File: config.mk
export PLATFORM = sky130hd
export DESIGN_NAME = calc_sequencer
export DESIGN_NICKNAME = d
export VERILOG_FILES = /design/src/rtl/calc_sequencer.sv
export SDC_FILE = /design/constraint.sdc
export NUM_CORES = 1
export LEC_CHECK = 0
export ABC_AREA = 1
export CAP_MARGIN = 10
export CORE_ASPECT_RATIO = 1.4
export CORE_UTILIZATION = 42
export DETAILED_ROUTE_END_ITERATION = 8
export GPL_ROUTABILITY_DRIVEN = 0
export GPL_TIMING_DRIVEN = 0
export PLACE_DENSITY = 0.79
export SYNTH_ARGS = -nofsm -noshare
export SYNTH_HDL_FRONTEND = slang
export SYNTH_SLANG_ARGS = --single-unit
File: constraint.sdc
create_clock -name clk -period 1.6 [get_ports clk]
set_clock_uncertainty 0.15 [all_clocks]
set_input_delay 0.16 -clock clk [delete_from_list [all_inputs] [get_ports clk]]
set_output_delay 0.16 -clock clk [all_outputs]
set_load 0.005 [all_outputs]
File: src/rtl/calc_sequencer.sv
// calc_sequencer: control FSM for signed multiply, BCD load and windowed display scroll.
// Optional Multiplier timeout when CALC_MUL_TIMEOUT_EN is defined.
module calc_sequencer #(
   parameter int WIDTH = 8,
   parameter int DIGITS = 5,
   parameter int WINDOW = 4,
   parameter int TIMEOUT = 64,
   localparam int PW = (DIGITS - WINDOW + 1) > 1 ? $clog2(DIGITS - WINDOW + 1) : 1
) (
   input  logic                  clk,
   input  logic                  rst,
   input  logic                  start,
   input  logic [WIDTH-1:0]      op_a,
   input  logic [WIDTH-1:0]      op_b,
   input  logic                  scroll_left,
   input  logic                  scroll_right,
   output logic [WIDTH-1:0]      mul_a,
   output logic [WIDTH-1:0]      mul_b,
   output logic                  mul_start,
   input  logic                  mul_done,
   input  logic [4*DIGITS-1:0]   bcd_in,
   output logic [4*DIGITS-1:0]   sr_num,
   output logic                  sr_load,
   output logic                  sr_en,
   output logic                  sr_dir,
   output logic                  neg,
   output logic [PW-1:0]         pos,
   output logic                  busy,
   output logic                  valid,
   output logic                  err
);
   localparam logic [2:0] IDLE  = 3'd0;
   localparam logic [2:0] MUL   = 3'd1;
   localparam logic [2:0] CONV  = 3'd2;
   localparam logic [2:0] LOAD  = 3'd3;
   localparam logic [2:0] SHOW  = 3'd4;
   localparam logic [2:0] SHIFT = 3'd5;
   localparam logic [PW-1:0] POS_MAX = PW'(DIGITS - WINDOW);
   logic [2:0] state;
   logic take, go_left, go_right;
   assign take = start && (state == IDLE || state == SHOW);
   assign go_left = scroll_left && !scroll_right && pos < POS_MAX;
   assign go_right = scroll_right && !scroll_left && pos != '0;
   assign mul_start = state == MUL;
   assign sr_load = state == LOAD;
   assign sr_en = state == SHIFT;
   assign valid = state == SHOW;
   assign busy = state == MUL || state == CONV || state == LOAD || state == SHIFT;
`ifdef CALC_MUL_TIMEOUT_EN
   localparam int TW = TIMEOUT > 1 ? $clog2(TIMEOUT) : 1;
   logic [TW-1:0] cnt;
   always_ff @(posedge clk) begin
      if (!rst) begin
         cnt <= '0;
         err <= 1'b0;
      end else if (take) begin
         cnt <= '0;
         err <= 1'b0;
      end else if (state == MUL) begin
         cnt <= cnt + TW'(1);
         if (!mul_done && cnt == TW'(TIMEOUT - 1)) err <= 1'b1;
      end
   end
`else
   assign err = 1'b0;
`endif
   always_ff @(posedge clk) begin
      if (!rst) begin
         state <= IDLE;
         mul_a <= '0;
         mul_b <= '0;
         sr_num <= '0;
         sr_dir <= 1'b0;
         neg <= 1'b0;
         pos <= '0;
      end else if (take) begin
         mul_a <= op_a[WIDTH-1] ? -op_a : op_a;
         mul_b <= op_b[WIDTH-1] ? -op_b : op_b;
         neg <= op_a[WIDTH-1] ^ op_b[WIDTH-1];
         state <= MUL;
      end else begin
         case (state)
            MUL: begin
               if (mul_done) state <= CONV;
`ifdef CALC_MUL_TIMEOUT_EN
               else if (cnt == TW'(TIMEOUT - 1)) state <= IDLE;
`endif
            end
            CONV: begin
               sr_num <= bcd_in;
               if (bcd_in == '0) neg <= 1'b0;
               state <= LOAD;
            end
            LOAD: begin
               pos <= '0;
               state <= SHOW;
            end
            SHOW: begin
               if (go_left) begin
                  sr_dir <= 1'b1;
                  pos <= pos + PW'(1);
                  state <= SHIFT;
               end else if (go_right) begin
                  sr_dir <= 1'b0;
                  pos <= pos - PW'(1);
                  state <= SHIFT;
               end
            end
            SHIFT: state <= SHOW;
            default: state <= IDLE;
         endcase
      end
   end
endmodule

======== Word level (Yosys, flattened, before mapping) ========
Index checks and enable logic that the tools add are counted.
storage, ports and cells
  bits in registers ....................... 42
  bits in latches ......................... 0
  RAM bits ................................ 0
  bits in read-only memories .............. 0
  input port bits ......................... 42
  logic and storage cells ................. 65
  memories ................................ 0
operators by class
  add/subtract/negate cells ............... 4
  multipliers ............................. 0
  div/mod/pow operators ................... 0
  order comparisons ....................... 1
  equal/unequal tests ..................... 9
  shift operators ......................... 0
  mux-type cells .......................... 15
  bitwise logic cells ..................... 3
  reductions and logical operators ........ 25
operators by type and width
  cell                                                                      number
  20-bit logical NOT                                                        1
  8-bit two-way mux                                                         2
  8-bit negator                                                             2
  3-bit case mux with 4 select lines                                        1
  3-bit two-way mux                                                         3
  1-bit two-way mux                                                         8
  2-bit AND reduction                                                       4
  2-bit nonzero test                                                        4
  3-bit by 2-bit == test with 1-bit output (second input constant)          2
  3-bit == test (second input constant)                                     2
  3-bit by 1-bit inequality test with 1-bit output (second input constant)  2
  3-bit AND reduction                                                       2
  1-bit logical AND                                                         5
  1-bit logical OR                                                          4
  4-bit by 1-bit inequality test with 1-bit output (second input constant)  1
  2-bit OR reduction                                                        2
  3-bit by 1-bit == test with 1-bit output (second input constant)          1
  3-bit logical NOT                                                         1
  1-bit logical NOT                                                         2
  2-bit by 1-bit inequality test with 1-bit output (second input constant)  1
  1-bit inverter                                                            2
  1-bit case mux with 2 select lines                                        1
  1-bit adder (second input constant)                                       1
  1-bit less-than comparator (second input constant)                        1
  other kinds (2)                                                           2

======== Logic depth before layout (Yosys ltp) ========
  depth in word-level cells ............... 7
  depth in mapped cells ................... 9
  mapped depth without buffers ............ 9

======== Worst setup path after synthesis ========
No wires, ideal clock.
  path type ............................... register to register
  start point ............................. register state[1]
  end point ............................... register pos
  library setup time ...................... 113 ps
  arrival time ............................ 955 ps
  path slack .............................. 383 ps
  stages on the path, launching flop included .. 9
  period minus slack after synthesis ...... 1217 ps
  cells stage by stage .................... dfxtp_1 nor2_1 nand2_1 nand2_1 nand2_1 nor2_2 nand2_1 nand2_1 nor2_1
on the way
  cells in the longest elaborated chain, start to end .. 5
ends and longest elaborated chain
  what                                                       line    RTL
  start: declaration                                         39      logic [2:0] state;
  start signal: assignment                                   69      state <= IDLE;
  start signal: assignment                                   80      state <= MUL;
  start signal: assignment                                   84      if (mul_done) state <= CONV;
  3-bit == test / 3-bit logical NOT (equally long branches)  41, 82
  1-bit logical OR                                           41      assign take = start && (state == IDLE || state == SHOW);
  1-bit logical AND                                          41
  1-bit inverter (no source line)                            --
  3-bit AND reduction (no source line)                       --
  end signal: assignment                                     101     pos <= pos + PW'(1);
  end signal: assignment                                     105     pos <= pos - PW'(1);
  end: declaration                                           27      output logic [PW-1:0] pos,
Parallel ways exist; a longest one is shown, timed or not.
A chain may end at the register's enable or synchronous reset.

======== Final worst setup path ========
  start point ............................. register state[1]
  end point ............................... output port valid
on the way
  cells in the longest elaborated chain, start to end .. 1
ends and longest elaborated chain
  what              line  RTL
  3-bit == test     47    assign valid = state == SHOW;
  end: declaration  29    output logic valid,
Every way passes these cells.

==> results.py <==
metrics = {
    "cells_and_area": {
        "final_nets": 444,
        "mostFrequentLayoutCell": "clkdlybuf4s50_1",
        "final_cell_mix": "clkdlybuf4s50_1, nand2_1, nor2_1",
        "fin_util": 0.680,
        "drive_gt1_frac": 0.0973,
        "fillCellCount": 439,
        "antenna_cells": 0,
        "syn2layout_area_growth_pct": 52.4,
        "design_area_um2": 3130,
    },
    "synthesis": {
        "synth-simple-area-share": 0.321,
        "yosysUniqueCellTypes": 27,
        "synth_xor_area_frac": 0.00852,
        "async_reset_ff_frac": 0,
        "syn-cell-area_um2": 2060,
        "synthFlopType": "dfxtp_1",
        "synth_compound_area_frac": 0.135,
        "ys_seq_area_frac": 0.409,
        "yosys_warnings": 0,
        "synthAdderAreaFrac": 0.0122,
        "synth_top_family_by_area": "simple AND/OR/NAND/NOR gates",
        "syn-num-nets": 351,
        "synthMuxAreaShare": 0,
        "synth_cells": 307,
        "ys_seq_elements": 42,
        "synth_edf_count": 0,
        "syn_area_per_cell_um2": 6.70,
    },
    "global_route": {
        "antenna_found_initial": 0,
        "grt_pass1_vias": 2100,
        "overflow": 0,
        "grt_pass1_wl_um": 8740,
        "grt_max_degree": 15,
        "grt_use_total": 0.220,
    },
    "route": {
        "post_drt_wl_per_cell_um": 11.7,
        "dr.pass1.iters": 4,
        "first_iter_violations": 62,
        "via_per_inst": 4.84,
        "num_vias": 2242,
        "drcViolationCount": 0,
        "drtAntennaViolNets": 0,
        "routed_wl_um": 5420,
    },
    "worst_setup_path": {
        "timing.rr.start": "state[1]",
        "crit_path_end_kind": "output pin",
        "reg2reg_depth": 7,
        "cp.arrival_ps": 1450,
        "cp_max_fo": 4,
        "reg2reg_to": "sr_num[8]",
        "critPathLaunchType": "flip-flop",
        "critPathRequiredTime_ps": 1290,
        "reg2reg_slack_ps": 200,
        "critPathKind": "reg -> out",
    },
    "timing": {
        "max_freq_mhz": 570,
        "drv_slew": 0,
        "setup_viol": 2,
        "rsz0062_at_grt": "yes",
        "finalCriticalPeriod_ps": 1760,
        "finalHoldViolCount": 0,
        "fin_crit_sh": 1.10,
        "timing.final.ws_setup_ps": -155,
    },
    "floorplan": {
        "die-area_um2": 5190,
        "die_x_um": 61.1,
        "core_um2": 4610,
        "row_count": 29,
        "die_y_um": 84.8,
        "initial_core_util": 0.446,
        "ios": 87,
    },
    "run_status": {
        "violations": "negative setup slack",
        "status": "finished with violations",
    },
    "min_path": {
        "whs_endpoint": "sr_num[19]",
        "hp-class": "reg -> reg",
        "hold_depth": 2,
        "min_from": "sr_num[19]",
    },
    "placed_design": {
        "post_dp_cell_area_um2": 2990,
        "portBuffers": 85,
        "post-dp-hpwl_um": 4210,
    },
    "clocking": {
        "ctsHtreeMaxLevel": 2,
        "cts_made_buffers": 5,
        "root_buffer": "clkbuf_8",
        "clock-sinks": 42,
        "clkTransAtPathRegs_ps": 90,
        "tritoncts": "built",
        "cts_max_path_buffers": 2,
        "clock_latency_ps": 280,
    },
    "flow_run": {
        "maxCapViolations": 0,
    },
    "power": {
        "leakage_nw": 1.32,
        "peakVddDrop_mv": 0.686,
        "powerDensity_nw_per_um2": 845,
    },
}
## metal layers
metal  vias up  global-route usage  part of all wire
met1      1006               0.241              0.41
li1       1162                   -                 -
met2        69               0.402              0.53
met3         5              0.0539             0.054
met4         0              0.0558            0.0085
met5         -                   0                 0
## layout make-up
class / instances / area (µm²) / share of cell area
clock inverters: 3 / 45.0 / 0.0144
multi-input cells: 218 / 1010 / 0.321
inverters: 33 / 128 / 0.0407
repair buffers: 86 / 856 / 0.273
clock buffers: 5 / 68.8 / 0.0220
well taps: 62 / 77.6 / 0.0248
flip-flops and latches: 42 / 848 / 0.271
plain buffers: 14 / 104 / 0.0331
## critical path: stages (launching register included)
cell and delay (ps):
dfxtp_4 370, nor2_4 130, nand2_2 90, clkinv_2 70, clkdlybuf4s50_1 490
## timing repair
action,CTS,global route
gates resized for setup,10,9
hold endpoints to repair,0,0
setup endpoints to repair,5,5
buffers inserted,1,0
hold buffers,0,0
pin swaps,1,1
## registers in the layout (all words and copies together) (netlist names)
name    count
sr_num     20
state       3
pos         1
mul_a       8
sr_dir      1
neg         1
mul_b       8
## kinds of logic (layout without fill, tap and decap cells)
| group | after synthesis | count (layout) |
|---|---|---|
| buffers and inverters | 47 | 141 |
| AND/OR/NAND/NOR | 160 | 160 |
| XOR/XNOR | 2 | 2 |
| AO/OA/AOI/OAI | 53 | 53 |
| other | 1 | 1 |
| flip-flops | 42 | 42 |
| adder cells (fa/ha/maj) | 2 | 2 |
## Yosys cell counts, types with 2 or more instances
| library cell | instances | area [µm²] |
|---|---|---|
| nand2_1 | 68 | 255 |
| nor2_1 | 56 | 210 |
| dfxtp_1 | 42 | 841 |
| a21oi_1 | 32 | 160 |
| inv_1 | 31 | 116 |
| nand3_1 | 29 | 145 |
| o21ai_0 | 14 | 70.1 |
| buf_2 | 5 | 25.0 |
| buf_6 | 5 | 56.3 |
| or2_2 | 3 | 18.8 |
| a31oi_1 | 2 | 12.5 |
| buf_4 | 2 | 15.0 |
| ha_1 | 2 | 25.0 |
| o31ai_1 | 2 | 15.0 |
| xnor2_1 | 2 | 17.5 |
## worst max path at each step
stage / startpoint / to / slack (ps)
2_1_floorplan: state[1] / pos / 380
3_3_place_gp: rst / sr_num[10] / -170
3_5_place_dp: rst / sr_num[8] / -200
4_1_cts: state[1] / valid / -180
5_1_grt: state[0] / mul_start / -210
6_report: state[1] / valid / -160
## power by group
group | switching [mW] | internal [mW] | total [mW]
sequential | 0.0421 | 1.12 | 1.16
combinational | 0.299 | 0.348 | 0.647
clock | 0.378 | 0.464 | 0.842
total | 0.720 | 1.93 | 2.65
## through the flow
stage	total power, mW	setup WS, ps	setup TNS [ps]	instances	hold WS [ps]
CTS	2.66	-180	-503	463	296
global route	2.78	-207	-411	463	317
floorplan	1.48	383	0	307	163
global placement	1.80	-170	-1610	454	277
detailed placement	1.81	-202	-1800	454	283
finish	2.65	-155	-302	463	292
Note: power is estimated with default switching activity, not from simulation.
